### config.mk
export PLATFORM = sky130hd
export DESIGN_NAME = clock_set_ctrl
export DESIGN_NICKNAME = d
export VERILOG_FILES = /design/src/rtl/clock_pkg.sv /design/src/rtl/wrap_inc.sv /design/src/rtl/clock_set_ctrl.sv
export SDC_FILE = /design/constraint.sdc
export NUM_CORES = 1
export LEC_CHECK = 0
export ABC_CLOCK_PERIOD_IN_PS = 4500
export CORE_ASPECT_RATIO = 1.25
export CORE_MARGIN = 1.5
export CORE_UTILIZATION = 40
export CTS_CLUSTER_SIZE = 28
export DETAILED_ROUTE_END_ITERATION = 10
export SYNTH_ARGS = -nofsm -noshare
export SYNTH_HDL_FRONTEND = slang
export SYNTH_SLANG_ARGS = --single-unit
### constraint.sdc
create_clock -name clk -period 4.5 [get_ports clk]
set_input_delay 1.35 -clock clk [delete_from_list [all_inputs] [get_ports clk]]
set_output_delay 1.35 -clock clk [all_outputs]
set_load 0.05 [all_outputs]
### src/rtl/clock_pkg.sv
// -----------------------------------------------------------------------------
// clock_pkg
// Shared definitions for the digital clock setting path: field width, field
// limits, the setting-controller state encoding and small state helpers.
// -----------------------------------------------------------------------------
package clock_pkg;

  localparam int FIELD_W = 6;

  localparam logic [FIELD_W-1:0] HR_MAX  = 6'd23;
  localparam logic [FIELD_W-1:0] MIN_MAX = 6'd59;
  localparam logic [FIELD_W-1:0] SEC_MAX = 6'd59;

  typedef enum logic [2:0] {
    IDLE,
    T_HR,
    T_MIN,
    T_SEC,
    T_LOAD,
    A_HR,
    A_MIN,
    A_LOAD
  } state_t;

  // States in which the user is editing a field (timeout and blink active).
  function automatic logic is_edit(state_t s);
    return (s == T_HR) || (s == T_MIN) || (s == T_SEC) ||
           (s == A_HR) || (s == A_MIN);
  endfunction

  // One-hot field select shown on the display: [2]=hour, [1]=min, [0]=sec.
  function automatic logic [2:0] field_of(state_t s);
    case (s)
      T_HR, A_HR:   return 3'b100;
      T_MIN, A_MIN: return 3'b010;
      T_SEC:        return 3'b001;
      default:      return 3'b000;
    endcase
  endfunction

  // Successor on btn_next; the last field of each sequence leads to its load.
  function automatic state_t next_field(state_t s);
    case (s)
      T_HR:    return T_MIN;
      T_MIN:   return T_SEC;
      T_SEC:   return T_LOAD;
      A_HR:    return A_MIN;
      A_MIN:   return A_LOAD;
      default: return IDLE;
    endcase
  endfunction

endpackage

### src/rtl/wrap_inc.sv
// -----------------------------------------------------------------------------
// wrap_inc
// Combinational increment of one time field with wrap to zero at a limit.
//   value  : current field value
//   limit  : largest legal value of the field (23 or 59)
//   result : value + 1, or 0 when value is already at (or past) the limit
// -----------------------------------------------------------------------------
module wrap_inc
  import clock_pkg::*;
(
  input  logic [FIELD_W-1:0] value,
  input  logic [FIELD_W-1:0] limit,
  output logic [FIELD_W-1:0] result
);

  // ">=" rather than "==" so an out-of-range value still recovers to zero.
  assign result = (value >= limit) ? '0 : value + FIELD_W'(1);

endmodule

### src/rtl/clock_set_ctrl.sv
// -----------------------------------------------------------------------------
// clock_set_ctrl
// User-setting controller for the digital clock. Turns single-cycle button
// pulses into a field-by-field edit of the time (h/m/s) or alarm (h/m) and
// drives the clock core's load bus and load/enable strobes.
//   clk, rst                 : system clock, synchronous active-low reset
//   btn_mode/next/inc/alm    : one-cycle button pulses
//   cur_sec/min/hour         : running time from the clock core
//   sec/min/hour             : load bus (the edit registers)
//   time_c, alm_c            : one-cycle time / alarm load strobes
//   alm_on, alm_off, alm_en  : alarm enable strobes and level
//   field, blink             : display field select and blink phase
// All outputs are registered.
// -----------------------------------------------------------------------------
module clock_set_ctrl
  import clock_pkg::*;
#(
  parameter int TIMEOUT   = 1000,
  parameter int BLINK_DIV = 16
) (
  input  logic               clk,
  input  logic               rst,
  input  logic               btn_mode,
  input  logic               btn_next,
  input  logic               btn_inc,
  input  logic               btn_alm,
  input  logic [FIELD_W-1:0] cur_sec,
  input  logic [FIELD_W-1:0] cur_min,
  input  logic [FIELD_W-1:0] cur_hour,
  output logic [FIELD_W-1:0] sec,
  output logic [FIELD_W-1:0] min,
  output logic [FIELD_W-1:0] hour,
  output logic               time_c,
  output logic               alm_c,
  output logic               alm_on,
  output logic               alm_off,
  output logic               alm_en,
  output logic [2:0]         field,
  output logic               blink
);

  localparam int TO_W = $clog2(TIMEOUT + 1);
  localparam int BL_W = $clog2(BLINK_DIV + 1);

  state_t             state, next_state;
  logic               do_inc;
  logic [FIELD_W-1:0] inc_val, inc_lim, inc_res;
  logic [FIELD_W-1:0] alm_hour, alm_min;
  logic [TO_W-1:0]    to_cnt;
  logic [BL_W-1:0]    bl_cnt;
  logic               any_btn, timed_out;

  assign any_btn   = btn_mode | btn_next | btn_inc | btn_alm;
  assign timed_out = is_edit(state) && !any_btn && (to_cnt == TO_W'(TIMEOUT - 1));

  // Next state: load states always fall back to IDLE and ignore buttons;
  // otherwise btn_mode beats btn_next beats btn_inc.
  always_comb begin
    // NOTE: every combinational output gets a default first so no path leaves
    // it unassigned, which would infer a latch.
    next_state = state;
    do_inc     = 1'b0;
    if (state == T_LOAD || state == A_LOAD) begin
      next_state = IDLE;
    end else if (btn_mode) begin
      case (state)
        IDLE:               next_state = T_HR;
        T_HR, T_MIN, T_SEC: next_state = A_HR;
        default:            next_state = IDLE;
      endcase
    end else if (state != IDLE) begin
      if (btn_next)       next_state = next_field(state);
      else if (btn_inc)   do_inc     = 1'b1;
      else if (timed_out) next_state = IDLE;
    end
  end

  // One shared incrementer; the registered field select steers it.
  always_comb begin
    inc_val = hour;
    inc_lim = HR_MAX;
    if (field[1]) begin
      inc_val = min;
      inc_lim = MIN_MAX;
    end else if (field[0]) begin
      inc_val = sec;
      inc_lim = SEC_MAX;
    end
  end

  wrap_inc u_wrap_inc (
    .value  (inc_val),
    .limit  (inc_lim),
    .result (inc_res)
  );

  always_ff @(posedge clk) begin
    if (!rst) begin
      // NOTE: every register here has a defined reset value, including the
      // alarm shadow, so a reset mid-edit leaves nothing half-loaded.
      state    <= IDLE;
      sec      <= '0;
      min      <= '0;
      hour     <= '0;
      alm_hour <= '0;
      alm_min  <= '0;
      time_c   <= 1'b0;
      alm_c    <= 1'b0;
      alm_on   <= 1'b0;
      alm_off  <= 1'b0;
      alm_en   <= 1'b0;
      field    <= '0;
      blink    <= 1'b0;
      to_cnt   <= '0;
      bl_cnt   <= '0;
    end else begin
      // NOTE: non-blocking assignments so every register samples the same
      // pre-edge values regardless of statement order.
      state  <= next_state;
      field  <= field_of(next_state);
      time_c <= (next_state == T_LOAD);
      alm_c  <= (next_state == A_LOAD);

      alm_on  <= 1'b0;
      alm_off <= 1'b0;
      if (state == IDLE && btn_alm && !btn_mode) begin
        alm_en  <= !alm_en;
        alm_on  <= !alm_en;
        alm_off <= alm_en;
      end

      // Edit registers: capture live time, load alarm shadow, or increment.
      if (state == IDLE && btn_mode) begin
        hour <= cur_hour;
        min  <= cur_min;
        sec  <= cur_sec;
      end else if (next_state == A_HR && state != A_HR) begin
        hour <= alm_hour;
        min  <= alm_min;
        sec  <= '0;
      end else if (do_inc) begin
        if (field[2]) hour <= inc_res;
        if (field[1]) min  <= inc_res;
        if (field[0]) sec  <= inc_res;
      end

      if (next_state == A_LOAD) begin
        alm_hour <= hour;
        alm_min  <= min;
      end

      if (!is_edit(state) || any_btn || timed_out) to_cnt <= '0;
      else                                         to_cnt <= to_cnt + TO_W'(1);

      // Blink phase restarts on every state entry and stays low outside edits.
      if (next_state != state || !is_edit(next_state)) begin
        bl_cnt <= '0;
        blink  <= 1'b0;
      end else if (bl_cnt == BL_W'(BLINK_DIV - 1)) begin
        bl_cnt <= '0;
        blink  <= !blink;
      end else begin
        bl_cnt <= bl_cnt + BL_W'(1);
      end
    end
  end

endmodule

# Word level (Yosys, flattened, before mapping)

Cells that the tools add are included.

Equal/unequal tests: 18
Reductions and logical operators: 40
Magnitude comparators: 1
Add/sub/neg operators: 3
Multiplexer cells: 31
Bitwise gates (word level): 4

Operators with widths:

| operator                | count |
|---|---|
| $mux W6                 | 17 |
| $eq A3 B3 Y1 const B    | 8 |
| $mux W3                 | 6 |
| $pmux W3 S5             | 1 |
| $reduce_bool A3 Y1      | 5 |
| $eq A3 B2 Y1 const B    | 4 |
| $logic_or A1 B1 Y1      | 12 |
| $add A10 B1 Y10 const B | 1 |
| $eq A10 B10 Y1 const B  | 1 |
| $pmux W3 S3             | 1 |
| $reduce_and A2 Y1       | 4 |
| $reduce_or A2 Y1        | 4 |
| $add A6 B1 Y6 const B   | 1 |
| $eq A3 B1 Y1 const B    | 2 |
| $ge A6 B6 Y1            | 1 |
| $logic_and A1 B1 Y1     | 6 |
| $logic_not A1 Y1        | 6 |
| $pmux W3 S2             | 1 |
| $reduce_or A3 Y1        | 2 |
| $add A5 B1 Y5 const B   | 1 |
| $eq A5 B4 Y1 const B    | 1 |
| $mux W1                 | 5 |
| $logic_not A3 Y1        | 1 |
| $ne A3 B3 Y1            | 1 |
| other kinds (3)         | 5 |

Input port bits: 24
Output and inout bits: 27
Flip-flop bits (word level): 57
Word-level logic and storage cells: 112

# Depth between registers and ports, before layout

Word-level depth: 21
Depth in mapped cells: 11
Depth with buffers taken out: 10

# Hierarchy

A second synthesis with hierarchy kept.

Cell total of the unflattened synthesis: 382
Area total of the unflattened synthesis: 2984.1 sq um

Modules (own cells, without submodules):

| module         | seq. area each (sq um) | cells each | times used | area each (sq um) |
|---|---|---|---|---|
| clock_set_ctrl | 1141.1                 | 345        | 1          | 2721.4 |
| wrap_inc       | 0.0                    | 37         | 1          | 262.8 |

# Least setup slack after synthesis

No wires, ideal clock.

Kind: input to register
Start: in btn_mode
End: reg sec[4]
Data required time: 4383 ps
Data arrival time: 2649 ps
Setup time: 117 ps
Path buffers: 1
Slack: 1734 ps
Cell stages on the path: 6
Cell sequence: buf_2 -> nor4_4 -> and3_2 -> nor2_1 -> a22o_1 -> a32o_1

Cells in the longest elaborated chain, start to end: 16
Elaborated cells on any way between the ends: 22
Those cells by class: eq/ne: 1; mux: 10; bitwise: 3; reduce/logical: 8

Ends and longest elaborated chain:

| what                                                           | RTL line              | RTL |
|---|---|---|
| start: declaration                                             | clock_set_ctrl.sv:23  | `input logic btn_mode,` |
| $or A1 B1 Y1 (3 in series)                                     | clock_set_ctrl.sv:53  | `assign any_btn = btn_mode \| btn_next \| btn_inc \| btn_alm;` |
| $logic_not A1 Y1                                               | clock_set_ctrl.sv:54  | `assign timed_out = is_edit(state) && !any_btn && (to_cnt == TO_W'(TIMEOUT - 1));` |
| $logic_and A1 B1 Y1 (2 in series)                              | clock_set_ctrl.sv:54  |  |
| $mux W3                                                        | clock_set_ctrl.sv:74  | `else if (timed_out) next_state = IDLE;` |
| $mux W3                                                        | clock_set_ctrl.sv:73  | `else if (btn_inc) do_inc = 1'b1;` |
| $mux W3                                                        | clock_set_ctrl.sv:72  | `if (btn_next) next_state = next_field(state);` |
| $mux W3                                                        | clock_set_ctrl.sv:71  | `end else if (state != IDLE) begin` |
| $mux W3                                                        | clock_set_ctrl.sv:65  | `end else if (btn_mode) begin` |
| $mux W3                                                        | clock_set_ctrl.sv:63  | `if (state == T_LOAD \|\| state == A_LOAD) begin` |
| $eq A3 B3 Y1                                                   | clock_set_ctrl.sv:137 | `end else if (next_state == A_HR && state != A_HR) begin` |
| $logic_and A1 B1 Y1                                            | clock_set_ctrl.sv:137 |  |
| $reduce_bool A3 Y1 (no line) / $mux W6 (equally long branches) | n/a                   |  |
| $reduce_and A2 Y1 (no line) / $mux W6 (equally long branches)  | n/a                   |  |
| end signal: assignment                                         | clock_set_ctrl.sv:136 | `sec <= cur_sec;` |
| end signal: assignment                                         | clock_set_ctrl.sv:144 | `if (field[0]) sec <= inc_res;` |
| end: declaration                                               | clock_set_ctrl.sv:30  | `output logic [FIELD_W-1:0] sec,` |

Parallel ways exist; a longest one is shown, timed or not.
A chain may end at the register's enable or synchronous reset.

# Final worst setup path

Start: reg field[1]
End: out field[1]

RTL lines:

| what                     | RTL line              | RTL |
|---|---|---|
| start: declaration       | clock_set_ctrl.sv:38  | `output logic [2:0] field,` |
| start signal: assignment | clock_set_ctrl.sv:120 | `field <= field_of(next_state);` |

No word-level cell between the ends.

==> reports/results.ini <==
[critical_path]
crit_cells = 1
worstPathMaxFanout = 16
worst_r2r_endpoint = sec[5]
path_class = register to output pin
path_cells = clkdlybuf4s50_1
max_stage_delay_ps = 920
start_kind = register
critPathBufInv = 1
reg2reg_setup_slack_ps = 1520
critPathCaptureType = output pin
arrival_ps = 1990
r2r_cells = 9
crit_family = buffers and inverters
crit_path_top_delay_cell = clkdlybuf4s50_1
reg2reg_from = field[0]
cp.required_ps = 3150

[cells_and_area]
final_cells = 470
most-common-layout-cells = dfxtp_1 (57), clkdlybuf4s50_1 (50), nor2_1 (30), o21ai_0 (27), nand2_1 (26)
fin_nets = 407
layout_commonest_cell = dfxtp_1
area_delta_synth_final_pct = 26.58
multi_input_area_sq_um = 1593
drive_above_1_share_pct = 8.947
fillers = 687
seq_area_sq_um = 1141
diodes = 0

[yosys]
ys.flop_type = dfxtp_1
syn_avg_cell_area_sq_um = 8.731
syn-num-nets = 355
syn_inst = 324
synth_edf_count = 0
ys_types = 49
synth_area_leaders = dfxtp_1 (40%), mux2i_1 (7.8%), o21ai_0 (4.8%)
synth_top_cell_by_area = dfxtp_1
yosys_register_bits = 57
netlist.area_leader.share_pct = 40.34
synth-async-reset-ratio_pct = 0
synth_area_sq_um = 2829
ys_seq_area_share_pct = 40.34
yosysWarnings = 0

[global_routing]
grt_pass1_wl_microns = 11840
antenna_found_initial = 0
grt_pass1_vias = 2447
overflow = 0
grt_max_degree = 24
grt_usage_pct = 20.45

[placed_design]
hpwlAfterDp_microns = 5291
gp_congestion = 0.8656
port_buffers = 50
dpl.cell_count = 455

[power]
peakVddDrop_uv = 250.1
p_leak_nw = 1.308
combPwrFrac_pct = 20.2
p_per_area_nw_per_um2 = 336.6
power_frac_seq_pct = 45.4
p_sw_share_pct = 31.28
switchingPower_w = 0.0003770
p_clk_share_pct = 34.4
p_int_w = 0.0008283

[timing]
drv_slew = 0
worst_slew_pin_slew_ps = 848.8
finalSetupViolCount = 0
fmax_ghz = 0.2996
hold_viol = 0
relSlewSlack_pct = 43.23
finClkSkew_ps = 10.13
post-route-min-period_ps = 3338
grt_setup_unrepaired = no
setup_tns_ps = 0
fin_crit_sh_pct = 74.18

[clock_tree]
clk_latency_ps = 340
clkSlewWorstSetupHoldPaths_ps = 60
post_cts_buffers = 0
clk_path_buf_depth = 2
cts_hold_buf = 0
cts_tree = built
cts_htree_levels = 3
cts_buffers = 9
cts_sinks = 57
ctsResizeCount = 0
cts_root_buf = clkbuf_8

[route]
drc = 0
via_count = 2506
routed_wire_length_per_instance_microns = 15.72
postRouteAntennaNets = 0
first_pass_iters = 4
vias_per_cell = 5.332
drt_wl_total_microns = 7388
drt_iter0_drc = 128

[die]
ios = 51
core_area_sq_um = 6892
start_util_pct = 41.05
die_area_sq_um = 7589
die_h_microns = 97.03
die_x_microns = 78.22
rows = 34

[worst_hold_path]
whs_path_depth = 1
min-delay-start = bl_cnt[0]
min_delay_worst_endpoint = bl_cnt[0]
worstHoldPathType = register to register

[flow_run]
cap_violations = 0

[status]
status = complete, no violations

-- worst register-to-register path: stages, from the launching register on --
cell      delay, ps
dfxtp_1         690
mux2i_1         160
o21ai_1         410
ha_1            320
a211oi_1        290
nor2_1          110
a211oi_1        460
o21ai_0         150
o21ba_2         250
o21a_1          100
-- layer usage --
| layer | wire length [microns] | GRT usage [%] | share of wire (%) | vias to the layer above |
|---|---|---|---|---|
| met2 | 3745 | 35.92 | 51 | 44 |
| met1 | 3204 | 22.91 | 43 | 1193 |
| li1 | - | - | - | 1252 |
| met5 | 0 | 0 | 0 | - |
| met3 | 253 | 5.094 | 3.4 | 17 |
| met4 | 184 | 9.203 | 2.5 | 0 |
-- sequential cells by signal, indices dropped and copies added, names as in the netlist --
| signal | count |
|---|---|
| alm_min | 6 |
| min | 6 |
| state | 3 |
| sec | 6 |
| blink | 1 |
| to_cnt | 10 |
| bl_cnt | 5 |
| alm_hour | 6 |
| alm_en | 1 |
| time_c | 1 |
| alm_c | 1 |
| alm_on | 1 |
| hour | 6 |
| alm_off | 1 |
| field | 3 |
-- worst max-delay path by stage --
stage              from        to  slack [ps]
5_1_grt        btn_mode    sec[1]         890
2_1_floorplan  btn_mode    sec[4]        1730
4_1_cts        btn_mode    sec[1]        1170
3_5_place_dp   btn_mode    sec[1]         820
6_report       field[1]  field[1]        1160
3_3_place_gp   btn_mode    sec[1]         880
-- power by group through the flow --
stage	Combinational [W]	Clock, W	Sequential (W)
after floorplan	0.000102	0	0.000609
after global placement	0.000242	0	0.000559
after detailed placement	0.000243	0	0.000558
after CTS	0.000244	0.000418	0.000547
after global routing	0.000261	0.000445	0.000550
final	0.000244	0.000415	0.000547
-- cells in the mapped netlist, drive strengths merged (5+ instances only) --
master  instances
dfxtp          57
nor2           31
o21ai          28
nand2          26
mux2i          22
a21oi          17
nor2b          17
and3           10
inv             9
clkbuf          8
xnor2           8
ha              7
nand3           7
nor3            7
and2            6
buf             6
xor2            6
a211oi          5
-- metrics by stage --
step	utilization, %	total power (W)	hold slack [ps]	worst slack (ps)	instance area [sq um]
4_1_cts	51.96	0.001209	454.3	1168	3581
5_1_grt	51.96	0.001256	469.3	892.2	3581
3_5_place_dp	49.60	0.0008013	444.0	822.0	3418
6_report	51.96	0.001205	451.8	1162	3581
3_3_place_gp	49.60	0.0008005	430.1	882.9	3418
2_1_floorplan	-	0.0007113	417.6	1734	2829
-- cell type report --
cell class | instances | share of cell area (%)
clock inverters | 3 | 0.4892
inverters | 9 | 0.9434
clock buffers | 12 | 4.053
multi-input cells | 244 | 44.48
well taps | 90 | 3.145
repair buffers | 55 | 15.02
flip-flops and latches | 57 | 31.87
-- cells by family after synthesis --
family                     after synthesis  share of synthesized area [%]
AOI/OAI and AO/OA                       77                          17.47
xor gates and xnor gates                14                          4.334
adders and majority gates                7                          3.096
buffers and inverters                   23                          3.582
DFF                                     57                          40.34
muxes                                   22                          7.784
and+or+nand+nor                        124                          23.40
(Power assumes the default switching activity.)
